## src/rtl/uart_tx_sequencer.sv

```systemverilog
// UART transmit frame sequencer.
// Accepts one byte over a valid/ready handshake and latches it together with
// the line configuration. It then shifts out start, eight data bits (LSB
// first), an optional parity bit and one or two stop bits. Each bit lasts
// CLKS_PER_BIT clocks. The parity value comes from an external parity unit
// that watches frame_data/frame_parity_type. All outputs except tx_ready are
// registered, and the registered ones are computed from next-state values.
module uart_tx_sequencer #(
  parameter int CLKS_PER_BIT = 16
) (
  input  logic       clk,
  input  logic       reset_n,
  input  logic       tx_valid,
  input  logic [7:0] tx_data,
  input  logic [1:0] parity_type,
  input  logic       stop_bits,
  input  logic       parity_bit,
  output logic       tx_ready,
  output logic [7:0] frame_data,
  output logic [1:0] frame_parity_type,
  output logic       tx_serial,
  output logic       busy,
  output logic       done
);

  localparam logic [2:0]  ST_IDLE   = 3'd0;
  localparam logic [2:0]  ST_START  = 3'd1;
  localparam logic [2:0]  ST_DATA   = 3'd2;
  localparam logic [2:0]  ST_PARITY = 3'd3;
  localparam logic [2:0]  ST_STOP   = 3'd4;
  localparam logic [15:0] CNT_MAX   = 16'(CLKS_PER_BIT - 1);

  // A parity slot exists only for the odd (01) and even (10) modes.
  function automatic logic parity_enabled(input logic [1:0] pt);
    return (pt == 2'b01) || (pt == 2'b10);
  endfunction

  logic [2:0]  state_r;
  logic [15:0] cnt_r;
  logic [2:0]  bit_idx_r;
  logic        stop_idx_r;
  logic        stop2_r;
  logic [7:0]  frame_data_r;
  logic [1:0]  frame_pt_r;
  logic        tx_serial_r;
  logic        busy_r;
  logic        done_r;

  logic [2:0]  state_s;
  logic [15:0] cnt_s;
  logic [2:0]  bit_idx_s;
  logic        stop_idx_s;
  logic        bit_end_s;
  logic        last_stop_s;
  logic        tx_ready_s;
  logic        accept_s;
  logic        tx_serial_s;
  logic        busy_s;
  logic        done_s;

  assign bit_end_s   = (cnt_r == CNT_MAX);
  assign last_stop_s = (stop_idx_r == stop2_r);
  // Ready also covers the final stop cycle, so frames can run back-to-back.
  assign tx_ready_s  = reset_n && ((state_r == ST_IDLE) ||
                                   ((state_r == ST_STOP) && bit_end_s && last_stop_s));
  assign accept_s    = tx_valid && tx_ready_s;

  // Next-state, bit counter and bit/stop index computation.
  always_comb begin
    state_s    = state_r;
    bit_idx_s  = bit_idx_r;
    stop_idx_s = stop_idx_r;
    if (state_r == ST_IDLE) begin
      cnt_s = 16'd0;
    end else if (bit_end_s) begin
      cnt_s = 16'd0;
    end else begin
      cnt_s = cnt_r + 16'd1;
    end
    case (state_r)
      ST_IDLE: begin
        if (accept_s) begin
          state_s = ST_START;
        end else begin
          state_s = ST_IDLE;
        end
      end
      ST_START: begin
        if (bit_end_s) begin
          state_s   = ST_DATA;
          bit_idx_s = 3'd0;
        end else begin
          state_s = ST_START;
        end
      end
      ST_DATA: begin
        if (bit_end_s && (bit_idx_r != 3'd7)) begin
          bit_idx_s = bit_idx_r + 3'd1;
        end else if (bit_end_s) begin
          stop_idx_s = 1'b0;
          if (parity_enabled(frame_pt_r)) begin
            state_s = ST_PARITY;
          end else begin
            state_s = ST_STOP;
          end
        end else begin
          state_s = ST_DATA;
        end
      end
      ST_PARITY: begin
        if (bit_end_s) begin
          state_s    = ST_STOP;
          stop_idx_s = 1'b0;
        end else begin
          state_s = ST_PARITY;
        end
      end
      ST_STOP: begin
        if (bit_end_s && !last_stop_s) begin
          stop_idx_s = 1'b1;
        end else if (bit_end_s && accept_s) begin
          state_s = ST_START;
        end else if (bit_end_s) begin
          state_s = ST_IDLE;
        end else begin
          state_s = ST_STOP;
        end
      end
      default: begin
        state_s    = ST_IDLE;
        cnt_s      = 16'd0;
        bit_idx_s  = 3'd0;
        stop_idx_s = 1'b0;
      end
    endcase
  end

  // Registered-output values derived from the next state, so outputs change cleanly at the edge.
  always_comb begin
    case (state_s)
      ST_IDLE:   tx_serial_s = 1'b1;
      ST_START:  tx_serial_s = 1'b0;
      ST_DATA:   tx_serial_s = frame_data_r[bit_idx_s];
      ST_PARITY: tx_serial_s = parity_bit;
      ST_STOP:   tx_serial_s = 1'b1;
      default:   tx_serial_s = 1'b1;
    endcase
    busy_s = (state_s != ST_IDLE);
    done_s = (state_s == ST_STOP) && (cnt_s == CNT_MAX) && (stop_idx_s == stop2_r);
  end

  // State, counters, latched frame configuration and registered outputs.
  always_ff @(posedge clk) begin
    if (!reset_n) begin
      state_r      <= ST_IDLE;
      cnt_r        <= 16'd0;
      bit_idx_r    <= 3'd0;
      stop_idx_r   <= 1'b0;
      stop2_r      <= 1'b0;
      frame_data_r <= 8'd0;
      frame_pt_r   <= 2'd0;
      tx_serial_r  <= 1'b1;
      busy_r       <= 1'b0;
      done_r       <= 1'b0;
    end else begin
      state_r     <= state_s;
      cnt_r       <= cnt_s;
      bit_idx_r   <= bit_idx_s;
      stop_idx_r  <= stop_idx_s;
      tx_serial_r <= tx_serial_s;
      busy_r      <= busy_s;
      done_r      <= done_s;
      if (accept_s) begin
        frame_data_r <= tx_data;
        frame_pt_r   <= parity_type;
        stop2_r      <= stop_bits;
      end else begin
        frame_data_r <= frame_data_r;
        frame_pt_r   <= frame_pt_r;
        stop2_r      <= stop2_r;
      end
    end
  end

  assign tx_ready          = tx_ready_s;
  assign frame_data        = frame_data_r;
  assign frame_parity_type = frame_pt_r;
  assign tx_serial         = tx_serial_r;
  assign busy              = busy_r;
  assign done              = done_r;

endmodule

```

## config.mk

```make
export PLATFORM = sky130hd
export DESIGN_NAME = uart_tx_sequencer
export DESIGN_NICKNAME = d
export VERILOG_FILES = /design/src/rtl/uart_tx_sequencer.sv
export SDC_FILE = /design/constraint.sdc
export NUM_CORES = 1
export LEC_CHECK = 0
export ABC_AREA = 0
export BUFFER_PORTS_ARGS = -buffer_cell sky130_fd_sc_hd__buf_2
export CAP_MARGIN = 20
export CORE_AREA = 2 2 83 85
export DETAILED_ROUTE_END_ITERATION = 16
export DIE_AREA = 0 0 85 87
export HOLD_SLACK_MARGIN = 0.08
export PLACE_DENSITY_LB_ADDON = 0.12
export SKIP_CTS_REPAIR_TIMING = 1
export SLEW_MARGIN = 20
export SYNTH_ARGS = -nofsm -noshare
export SYNTH_HDL_FRONTEND = slang
export SYNTH_SLANG_ARGS = --single-unit
```

## constraint.sdc

```tcl
create_clock -name clk -period 2.95 [get_ports clk]
set_input_delay 0.295 -clock clk [delete_from_list [all_inputs] [get_ports clk]]
set_output_delay 0.295 -clock clk [all_outputs]
set_load 0.005 [all_outputs]
```

## After elaboration in Yosys (flattened, before gate mapping)

Cells that the tools add are included.

| storage, ports and cells | value |
|---|---|
| bits in registers | 37 |
| bits of input ports | 15 |
| output and inout bits | 14 |
| logic and storage cells | 68 |

| cells by class | value |
|---|---|
| add/sub/neg operators | 2 |
| magnitude comparators | 1 |
| eq/ne operators | 15 |
| muxes and demuxes | 23 |
| reduce and logical (&&, ||, !) cells | 17 |

Operator list:

| cell | number |
|---|---|
| two-way mux 16 bit | 3 |
| == test 16 x 4 -> 1 bit (second input constant) | 2 |
| two-way mux 3 bit | 9 |
| adder 16 x 1 -> 16 bit (second input constant) | 1 |
| case mux 3 bit (5 select lines) | 1 |
| == test 3 x 2 -> 1 bit (second input constant) | 4 |
| logical AND 1 bit | 9 |
| case mux 3 bit (3 select lines) | 1 |
| == test 3 x 1 -> 1 bit (second input constant) | 2 |
| == test 3 bit (second input constant) | 2 |
| two-way mux 1 bit | 5 |
| OR reduction 5 bit | 1 |
| less-than comparator 3 x 4 -> 1 bit (second input constant) | 1 |
| case mux 1 bit (4 select lines) | 1 |
| adder 3 x 1 -> 3 bit (second input constant) | 1 |
| binary-select mux 1 bit (select 3 bit) | 1 |
| zero test 3 bit | 1 |
| inequality test 3 bit (second input constant) | 1 |
| case mux 1 bit (3 select lines) | 1 |
| nonzero test 3 bit | 1 |
| OR reduction 3 bit | 1 |
| == test 1 bit | 2 |
| == test 2 x 1 -> 1 bit (second input constant) | 1 |
| == test 2 bit (second input constant) | 1 |
| 4 further kinds | 5 |

## Longest topological paths before layout

Gate-level depths: netlist (run 1).

| logic depth | value |
|---|---|
| depth after elaboration | 13 |
| depth in mapped cells | 8 |
| gate-level depth less buffers | 8 |

## Worst setup path after synthesis (run 1)

OpenSTA, ideal clock, no wires.

| path | value |
|---|---|
| kind | register to register |
| from | reg cnt_r[0] |
| to | reg tx_serial_r, in the netlist tx_serial |
| library setup time | 0.136 ns |
| arrival time | 2.092 ns |
| required time | 2.814 ns |
| slack | 0.723 ns |
| cell stages (with the launch flop) | 9 |
| buffers on the path | 0 |
| period minus slack after synthesis | 2.227 ns |
| cells stage by stage | dfxtp_1 ha_1 and3_4 and3_4 a32oi_1 o2bb2ai_2 mux2_1 a311oi_1 a41oi_1 |

| on the way | value |
|---|---|
| cells in the longest elaborated chain, start to end | 12 |
| elaborated cells between the ends (all ways) | 27 |
| classes of those cells | 4 x eq/ne; 15 x mux; 8 x reduce/logical |

RTL lines:

| what | line | RTL |
|---|---|---|
| start: declaration | 39 | `logic [15:0] cnt_r;` |
| start signal: assignment | 167 | `cnt_r <= cnt_s;` |
| == test 16 x 4 -> 1 bit (*) | 61 | `assign bit_end_s = (cnt_r == CNT_MAX);` |
| logical AND 1 bit (2 in series) | 65 | `((state_r == ST_STOP) && bit_end_s && last_stop_s));` |
| logical OR 1 bit | 64 | `assign tx_ready_s = reset_n && ((state_r == ST_IDLE) \|\|` |
| logical AND 1 bit | 64 |  |
| logical AND 1 bit | 66 | `assign accept_s = tx_valid && tx_ready_s;` |
| logical AND 1 bit | 121 | `end else if (bit_end_s && accept_s) begin` |
| two-way mux 3 bit | 121 |  |
| two-way mux 3 bit | 119 | `if (bit_end_s && !last_stop_s) begin` |
| case mux 3 bit (5 select lines) | 80 | `case (state_r)` |
| == test 3 x 2 -> 1 bit or == test 3 x 1 -> 1 bit (tied branches) | 140 | `case (state_s)` |
| case mux 1 bit (3 select lines) (*) | 140 |  |
| end signal: assignment | 170 | `tx_serial_r <= tx_serial_s;` |
| end: declaration | 45 | `logic tx_serial_r;` |

Mark *: on every way between the ends. The rest lies on a longest branch, timed or not. The select of a mux whose other input is x is not followed.
A chain may end at the register's enable or synchronous reset.

## Final worst setup path (run 1)

| path | value |
|---|---|
| from | reg cnt_r[0] |
| to | reg done_r, in the netlist done |

| on the way | value |
|---|---|
| cells in the longest elaborated chain, start to end | 13 |
| elaborated cells between the ends (all ways) | 31 |
| classes of those cells | 1 x add/sub; 4 x eq/ne; 16 x mux; 10 x reduce/logical |

RTL lines:

| what | line | RTL |
|---|---|---|
| branches (longest 12 deep; another with adder 16 x 1 -> 16 bit) | -- |  |
| logical AND 1 bit (*) | 149 | `done_s = (state_s == ST_STOP) && (cnt_s == CNT_MAX) && (stop_idx_s == stop2_r);` |
| end signal: assignment | 172 | `done_r <= done_s;` |
| end: declaration | 47 | `logic done_r;` |

Mark *: on every way between the ends.

==> results by group, run 1 <==
Yosys
  • Ys async rst share: 0%
  • Seq/Total Area, Yosys: 38.8%
  • Most numerous cell in the Yosys netlist: dfxtp_1
  • Mapped cell area: 1910 um^2
  • Synthesized instance count: 207
  • Number of synthesized flops with an enable pin: 0
  • Primary FF master, synth: dfxtp_1
  • Yosys warnings: 0
  • Most instantiated cells after synthesis: 37 x dfxtp_1, 20 x nor2_1, 14 x nor2b_1
  • Leading area contributor after synthesis: dfxtp_1
  • Share of the synthesized area in the top cell type: 38.8%
  • Top area cells in the synthesized netlist: dfxtp_1 39%, mux2i_1 6.8%, xor2_1 5.5%
  • Synthesized area per cell: 9.22 um^2
  • Synthesized flop and latch total: 37
  • Syn_nets: 225
  • Synth cell types: 47

Detailed routing
  • DR WL/cell: 12.9 um
  • Met2 wire len: 1.93 mm
  • DRT iter0 DRCs: 34
  • Post-DRT Antenna Nets: 0
  • Vias: 1533
  • Total Wirelength: 4.09 mm
  • Vias/cell: 4.82
  • DR top layer: met4
  • Routed met1 length: 1.97 mm
  • WL met3: 127 um
  • Drt drc: 0
  • Pre-antenna DRT Iters: 4

Timing
  • Fmax: 395 MHz
  • Final worst setup slack: 0.416 ns
  • # setup viols final: 0
  • Tmin final: 2.53 ns
  • Number of max-slew violations in the final report: 0
  • Final Skew: 0.00626 ns
  • Worst-margin pin slew: 0.488 ns
  • Hold Vio Cnt, Final: 0
  • RSZ-0062 raised after global routing: false
  • Tcrit/Tclk final: 85.9%
  • Max-Slew Margin vs Limit: 67.1%
  • Final setup TNS: 0 ns
  • WHS: 0.257 ns

CTS
  • CTS tree: yes
  • Clock latency at the later pin of the worst-skew pair: 0.29 ns
  • Num CTS Buffers: 5
  • Clk sinks: 37
  • Root buf cell: clkbuf_8
  • CTS max path bufs: 2
  • H-tree depth: 2
  • Clock transition at path regs: 0.07 ns

Place
  • Routability congestion estimate: 0.776
  • Detail Placement HPWL: 3.05 mm
  • Port bufs: 28
  • Dpl cell area: 2140 um^2
  • Pre-CTS WS: 0.406 ns
  • Placed cells: 310

Job
  • Max-cap viol count: 0

Layout
  • Fillcell total: 680
  • Layout cells sized above 1: 21.0%
  • Non-filler cells, final: 318
  • Area Growth Syn to Fin: 17.3%
  • Nets: 255
  • N_diodes: 0
  • Final core utilization: 34.1%
  • Design area: 2240 um^2

Run status
  • Status: finished clean

Setup path
  • Top delay family on crit path: simple AND/OR/NAND/NOR gates
  • Crit Path Max Fanout: 15
  • Crit-path cells: ha_1 > and3_4 > and3_4 > a21oi_4 > nand2_2 > or3_1 > or4_1 > a211oi_1
  • Worst Path Arrival: 2.74 ns
  • Startpoint type of the worst setup path: flop
  • Most used cell along the critical path: and3_4
  • Max incr delay on CP: 0.43 ns
  • Critical path capture point type: flop
  • Crit path buf inv count: 0
  • WS Path Type: flop to flop
  • Worst path slowest cell: or3_1
  • Worst Path Required: 3.15 ns

Floorplanning
  • Core ar.: 6570 um^2
  • Chip height: 87 um
  • IO Count: 29
  • Die width: 85 um
  • Num rows: 30
  • Starting Density: 29.0%
  • Die area: 7400 um^2

Worst hold path
  • Hold WC Path Type: input port to flop

Pwr
  • Pwr dens: 439 nW/um^2
  • Leak: 0.950 nW
  • Peak VDD IR: 162 uV
  • Pwr Total: 0.982 mW

Global routing
  • GR Util All Layers: 11.8%
  • Gr ovfl total: 0
  • Largest net degree at the start of global routing: 25
  • Initial antenna violation count: 0
  • First-pass GRT wire length: 7.07 mm
  • Vias in the first global route: 1527
-- state kept, by name, indices dropped and copies added, names as in the netlist --
name               cells
bit_idx_r              3
busy                   1
cnt_r                 16
done                   1
frame_data             8
frame_parity_type      2
state_r                3
stop2_r                1
stop_idx_r             1
tx_serial              1
-- cell families after synthesis --
| family | share of synthesized area [%] |
|---|---|
| fa+ha+maj | 1.97 |
| simple gates | 27.7 |
| compound gates | 10.5 |
| flops | 38.8 |
| xor+xnor | 9.64 |
| buf+inv | 2.75 |
| mux | 8.59 |
-- metal layers --
layer  GRT usage (%)  vias to the layer above
met3            2.56                        6
met5               0                        -
met4            4.33                        0
li1                -                      801
met2            20.0                       21
met1            14.7                      705
-- final timing paths --
path | start | end | slack (ns) | depth (start not counted)
setup / recovery | cnt_r[0] | done | 0.42 | 8
hold / removal | tx_data[4] | frame_data[4] | 0.26 | 3
hold reg to reg | cnt_r[0] | cnt_r[0] | 0.49 | 1
setup reg to reg | cnt_r[0] | done | 0.42 | 8
-- layout by cell type, fill, tap and decap left out, types with 2 or more instances in the layout --
master / synthesis / routed
dfxtp_1: 37 / 37
buf_2: 3 / 28
nor2_1: 20 / 20
nor2b_1: 14 / 14
mux2i_1: 13 / 13
xor2_1: 12 / 12
nand3_1: 9 / 9
xnor2_1: 9 / 9
nor3_1: 8 / 8
and3_1: 8 / 8
nand2_1: 7 / 7
a31oi_1: 7 / 7
clkbuf_8: 0 / 7
inv_1: 5 / 5
and2_1: 4 / 4
o21ai_0: 3 / 3
or3_1: 3 / 3
and4_1: 3 / 3
ha_1: 3 / 3
buf_4: 0 / 3
and3_4: 2 / 2
nand4_1: 2 / 2
nor4_1: 2 / 2
mux2_2: 2 / 2
nand3b_1: 2 / 2
a311oi_1: 2 / 2
-- final cells by class --
| cell class | instances | area, um^2 | share of cell area [%] |
|---|---|---|---|
| multi-input cells | 157 | 1110 | 49.8 |
| well taps | 80 | 100 | 4.47 |
| clock inverters | 1 | 5.00 | 0.224 |
| flip-flops and latches | 37 | 741 | 33.1 |
| clock buffers | 7 | 96.3 | 4.30 |
| repair buffers | 31 | 163 | 7.27 |
| inverters | 5 | 18.8 | 0.838 |
-- tightest hold or removal path: stages --
cell	delay [ns]
buf_2	0.07
mux2i_1	0.05
nor2b_1	0.09
-- power by group --
| group | total [mW] | switching, mW | internal (mW) |
|---|---|---|---|
| sequential | 0.521 | 0.0105 | 0.511 |
| combinational | 0.0720 | 0.0346 | 0.0374 |
| clock | 0.389 | 0.178 | 0.211 |
Power figures use the tool's default switching activity.
==> run 2, diff against run 1 <==
RECOVER_POWER = 25   (was default)
==> run 2 against run 1 <==
Critical path depth is the same; cell count did not move; design area is 0.22% lower; register-to-register slack about the same; critical path type unchanged; largest power group unchanged; highest routed layer unchanged.
==> results by group, run 2 (same netlist as run 1, synthesis figures left out) <==
Pwr
  • Clock network fraction of design power: 39.6%
  • Switching Power: 0.223 mW
  • Peak VDD IR: 162 uV
  • Seq pwr share: 53.1%
  • Pint: 0.759 mW
  • Pwr dens: 440 nW/um^2
  • Leak: 0.933 nW
  • Sw Ratio: 22.7%
  • Gate power share: 7.3%

Layout
  • Leading cell type in the layout, fill and taps excluded: dfxtp_1
  • Layout cells sized above 1: 19.3%
  • Most frequent cells in the layout: 37 x dfxtp_1, 24 x buf_2, 20 x nor2_1, 14 x nor2b_1, 13 x mux2i_1
  • Fillcell total: 681
  • N_diodes: 0
  • Largest register FFs: 16
  • Area Growth Syn to Fin: 17.0%
  • Nets: 255
  • Largest Register: cnt_r

Job
  • Max-cap viol count: 0

CTS
  • Clock latency at the later pin of the worst-skew pair: 0.29 ns
  • Root buf cell: clkbuf_8
  • Num CTS Buffers: 5
  • CTS tree: yes
  • Clk sinks: 37
  • H-tree depth: 2
  • CTS max path bufs: 2
  • Clock transition at path regs: 0.07 ns

Floorplanning
  • Num rows: 30
  • IO Count: 29
  • Core ar.: 6570 um^2
  • Chip height: 87 um
  • Die width: 85 um
  • Starting Density: 29.0%
  • Die area: 7400 um^2

Global routing
  • Gr ovfl total: 0
  • First-pass GRT wire length: 7.07 mm
  • GR Util All Layers: 11.8%
  • Vias in the first global route: 1527
  • Initial antenna violation count: 0
  • Largest net degree at the start of global routing: 25

Timing
  • Number of max-slew violations in the final report: 0
  • Tmin final: 2.53 ns
  • Max-Slew Margin vs Limit: 67.1%
  • Tcrit/Tclk final: 85.9%
  • Worst-margin pin slew: 0.488 ns
  • Final Skew: 0.00626 ns
  • Final setup TNS: 0 ns
  • # setup viols final: 0
  • WHS: 0.257 ns
  • Hold Vio Cnt, Final: 0
  • RSZ-0062 raised after global routing: false
  • Fmax: 395 MHz

Setup path
  • Max incr delay on CP: 0.43 ns
  • Worst Path Required: 3.15 ns
  • Top delay family on crit path: simple AND/OR/NAND/NOR gates
  • Critical path capture point type: flop
  • Worst path slowest cell: or3_1
  • R2R Path Start: cnt_r[0]
  • Crit-path cells: ha_1 > and3_4 > and3_4 > a21oi_4 > nand2_2 > or3_1 > or4_1 > a211oi_1
  • Crit path buf inv count: 0
  • WP depth: 8
  • Worst Setup EP: done
  • Worst Path Arrival: 2.74 ns
  • Startpoint type of the worst setup path: flop
  • Most used cell along the critical path: and3_4
  • Depth of the most critical reg-to-reg path: 8
  • FF-to-FF End: done
  • WS Path Type: flop to flop
  • CP startpoint: cnt_r[0]
  • Crit Path Max Fanout: 15
  • R2R setup slack: 0.42 ns

Detailed routing
  • Vias/cell: 4.82
  • Post-DRT Antenna Nets: 0
  • DRT iter0 DRCs: 34
  • Drt drc: 0
  • Total Wirelength: 4.10 mm
  • Vias: 1534
  • Pre-antenna DRT Iters: 4
  • DR WL/cell: 12.9 um

Place
  • Detail Placement HPWL: 3.05 mm
  • Port bufs: 28
  • Routability congestion estimate: 0.776

Worst hold path
  • Hold WC Path Type: input port to flop

Run status
  • Status: finished clean
==> run 2: cell count changes in the layout (fill, tap and decap cells not counted), sizes merged <==
cell	delta
clkbuf	+4
buf	-4
==> run 2: per-layer routing <==
| metal | global-route usage, % | vias to the layer above | wire, um |
|---|---|---|---|
| met5 | 0 | - | 0 |
| met4 | 4.33 | 0 | 60 |
| met3 | 2.56 | 6 | 128 |
| met2 | 20.0 | 21 | 1920 |
| met1 | 14.7 | 706 | 1990 |
| li1 | - | 801 | - |
==> run 2: power groups by stage <==
stage	Clock [mW]	Sequential [mW]	Combinational (mW)
after floorplan	0	0.530	0.0432
after global placement	0	0.533	0.0739
after detailed placement	0	0.533	0.0737
after CTS	0.407	0.521	0.0741
after global routing	0.416	0.523	0.0798
final	0.389	0.521	0.0714
==> run 2: metrics by stage <==
| step | area [um^2] | worst slack (ns) | power [mW] | utilization [%] | std cells |
|---|---|---|---|---|---|
| after floorplan | 1910 | 0.723 | 0.573 | - | 207 |
| after global placement | 2140 | 0.507 | 0.607 | 32.5 | 310 |
| after detailed placement | 2140 | 0.406 | 0.607 | 32.5 | 310 |
| after CTS | 2240 | 0.390 | 1.00 | 34.1 | 318 |
| after global routing | 2230 | 0.189 | 1.02 | 34.0 | 318 |
| final | 2230 | 0.416 | 0.982 | 34.0 | 318 |
==> run 2: worst min-delay path by stage <==
stage	startpoint	endpoint	slack, ns	depth (start not counted)
2_1_floorplan	reset_n	state_r[1]	0.41	2
3_5_place_dp	cnt_r[0]	cnt_r[0]	0.47	1
3_3_place_gp	cnt_r[0]	cnt_r[0]	0.47	1
5_1_grt	tx_data[4]	frame_data[4]	0.27	3
6_report	tx_data[4]	frame_data[4]	0.26	3
4_1_cts	tx_data[7]	frame_data[7]	0.25	3
==> run 2: layout make-up <==
| class | count | area, um^2 | area share, % |
|---|---|---|---|
| clock buffer | 7 | 96.3 | 4.31 |
| clock inverter | 1 | 5.00 | 0.224 |
| inverter | 5 | 18.8 | 0.840 |
| multi-input combinational | 157 | 1110 | 49.9 |
| sequential | 37 | 741 | 33.2 |
| tap | 80 | 100 | 4.48 |
| timing repair buffer | 31 | 158 | 7.06 |
==> run 2: worst reg2reg max path, cell delays in order, from the launching register on <==
cell      delay, ns
dfxtp_1        0.35
ha_1           0.27
and3_4         0.21
and3_4         0.19
a21oi_4        0.17
nand2_2        0.21
or3_1          0.43
or4_1          0.41
a211oi_1       0.21
==> run 3, diff against run 2 <==
PLACE_DENSITY_LB_ADDON = 0.15   (was 0.12)
==> run 3 against run 2 <==
Global-route usage rose by 0.35 points; core utilization fell by 0.29 points; power fell by 4.5%; first-iteration DRC count rose to 4.3 times the previous value; clock skew fell by 0.0015 ns; register-to-register slack improved by 0.03 ns; largest power group unchanged.
==> results by group, run 3 (same netlist as run 1, synthesis figures left out) <==
Setup path
  • Depth of the most critical reg-to-reg path: 8
  • WS Path Type: flop to flop
  • R2R setup slack: 0.45 ns
  • Worst path slowest cell: or3_1
  • Crit-path cells: ha_1 > and3_4 > and3_4 > a21oi_4 > nand2_2 > or3_1 > or4_1 > a211oi_1
  • R2R Path Start: cnt_r[0]
  • Most used cell along the critical path: and3_4
  • Max incr delay on CP: 0.42 ns
  • Critical path capture point type: flop
  • FF-to-FF End: done
  • Crit Path Max Fanout: 15
  • Startpoint type of the worst setup path: flop
  • Worst Path Arrival: 2.70 ns
  • Worst Path Required: 3.15 ns

Floorplanning
  • Die area: 7400 um^2
  • Starting Density: 29.0%
  • Core ar.: 6570 um^2
  • IO Count: 29
  • Chip height: 87 um
  • Num rows: 30
  • Die width: 85 um

Layout
  • Layout cells sized above 1: 18.9%
  • Area Growth Syn to Fin: 16.1%
  • Largest Register: cnt_r
  • Largest register FFs: 16
  • FF/Latch Area: 741 um^2
  • Nets: 255
  • Area of the multi-input gates: 1110 um^2
  • Most frequent cells in the layout: 37 x dfxtp_1, 24 x buf_2, 20 x nor2_1, 14 x nor2b_1, 13 x mux2i_1
  • N_diodes: 0
  • Leading cell type in the layout, fill and taps excluded: dfxtp_1
  • Non-filler cells, final: 318
  • Final core utilization: 33.7%
  • Fillcell total: 683

Timing
  • Fmax: 400 MHz
  • # setup viols final: 0
  • Number of max-slew violations in the final report: 0
  • Hold Vio Cnt, Final: 0
  • Tcrit/Tclk final: 84.8%
  • Final setup TNS: 0 ns
  • Max-Slew Margin vs Limit: 69.9%
  • Tmin final: 2.50 ns
  • Final Skew: 0.00479 ns
  • RSZ-0062 raised after global routing: false
  • WHS: 0.259 ns
  • Worst-margin pin slew: 0.447 ns

CTS
  • Num CTS Buffers: 5
  • Clk sinks: 37
  • Clock transition at path regs: 0.08 ns
  • CTS tree: yes
  • CTS max path bufs: 2
  • Root buf cell: clkbuf_8
  • H-tree depth: 2
  • Clock latency at the later pin of the worst-skew pair: 0.28 ns

Worst hold path
  • WHS Path Cells: 3
  • Origin of the worst min-delay path: tx_data[5]
  • Hold WC Path Type: input port to flop
  • Hold Path Sink: frame_data[5]

Place
  • Routability congestion estimate: 0.738
  • Placed cells: 310
  • Detail Placement HPWL: 3.10 mm
  • Port bufs: 28

Global routing
  • Gr ovfl total: 0
  • First-pass GRT wire length: 7.13 mm
  • Initial antenna violation count: 0
  • Vias in the first global route: 1484
  • Largest net degree at the start of global routing: 24
  • GR Util All Layers: 12.1%

Run status
  • Status: finished clean

Pwr
  • Pwr dens: 423 nW/um^2
  • Pwr Total: 0.938 mW
  • Leak: 0.925 nW
  • Peak VDD IR: 249 uV

Job
  • Max-cap viol count: 0

Detailed routing
  • Vias/cell: 4.82
  • Vias: 1533
  • Total Wirelength: 4.23 mm
  • Post-DRT Antenna Nets: 0
  • DR WL/cell: 13.3 um
  • Drt drc: 0
  • DRT iter0 DRCs: 145
  • Pre-antenna DRT Iters: 6
[run 3: cell types whose count changed in the layout (fill, tap and decap cells not counted), sizes merged]
cell    delta
clkbuf     -1
clkinv     +1
[run 3: how the worst max path moves through the flow]
stage                     startpoint        end  slack [ns]  cells after the start
after floorplan             cnt_r[0]  tx_serial        0.72                      8
after global placement      cnt_r[0]       done        0.50                      8
after detailed placement    cnt_r[0]       done        0.41                      8
after CTS                   cnt_r[0]       done        0.40                      8
after global routing      state_r[0]       done        0.27                      7
final                       cnt_r[0]       done        0.45                      8
[run 3: worst max-delay path, delay by kind of cell (launching register included)]
family / cells / cell delay [ns]
AND/OR/NAND/NOR: 5 / 1.42
AO/OA/AOI/OAI: 2 / 0.38
flip-flops: 1 / 0.35
adder cells (fa/ha/maj): 1 / 0.27
[run 3: cell type report]
cell class	instances	area share (%)
inverter	5	0.847
clock inverter	2	0.452
sequential	37	33.4
clock buffer	6	3.28
multi-input combinational	157	50.3
tap	80	4.52
timing repair buffer	31	7.12
[run 3: routing by layer]
metal	global-route usage, %	up-vias	wire length (um)
li1	-	801	-
met1	15.2	703	2010
met2	20.7	25	2030
met3	2.65	4	154
met4	3.90	0	42
met5	0	-	0
[run 3: metrics by stage]
| stage | instance area (um^2) | setup slack, ns |
|---|---|---|
| finish | 2210 | 0.449 |
| global route | 2210 | 0.267 |
| CTS | 2220 | 0.403 |
| detailed placement | 2140 | 0.409 |
| global placement | 2140 | 0.496 |
| floorplan | 1910 | 0.723 |
[run 3: report_power, final]
part           switching, mW  total [mW]  leakage [nW]  internal, mW
logic                 0.0351      0.0708         0.580        0.0357
registers             0.0104       0.521         0.300         0.511
clock network          0.182       0.346        0.0450         0.164
total                  0.228       0.938         0.925         0.710
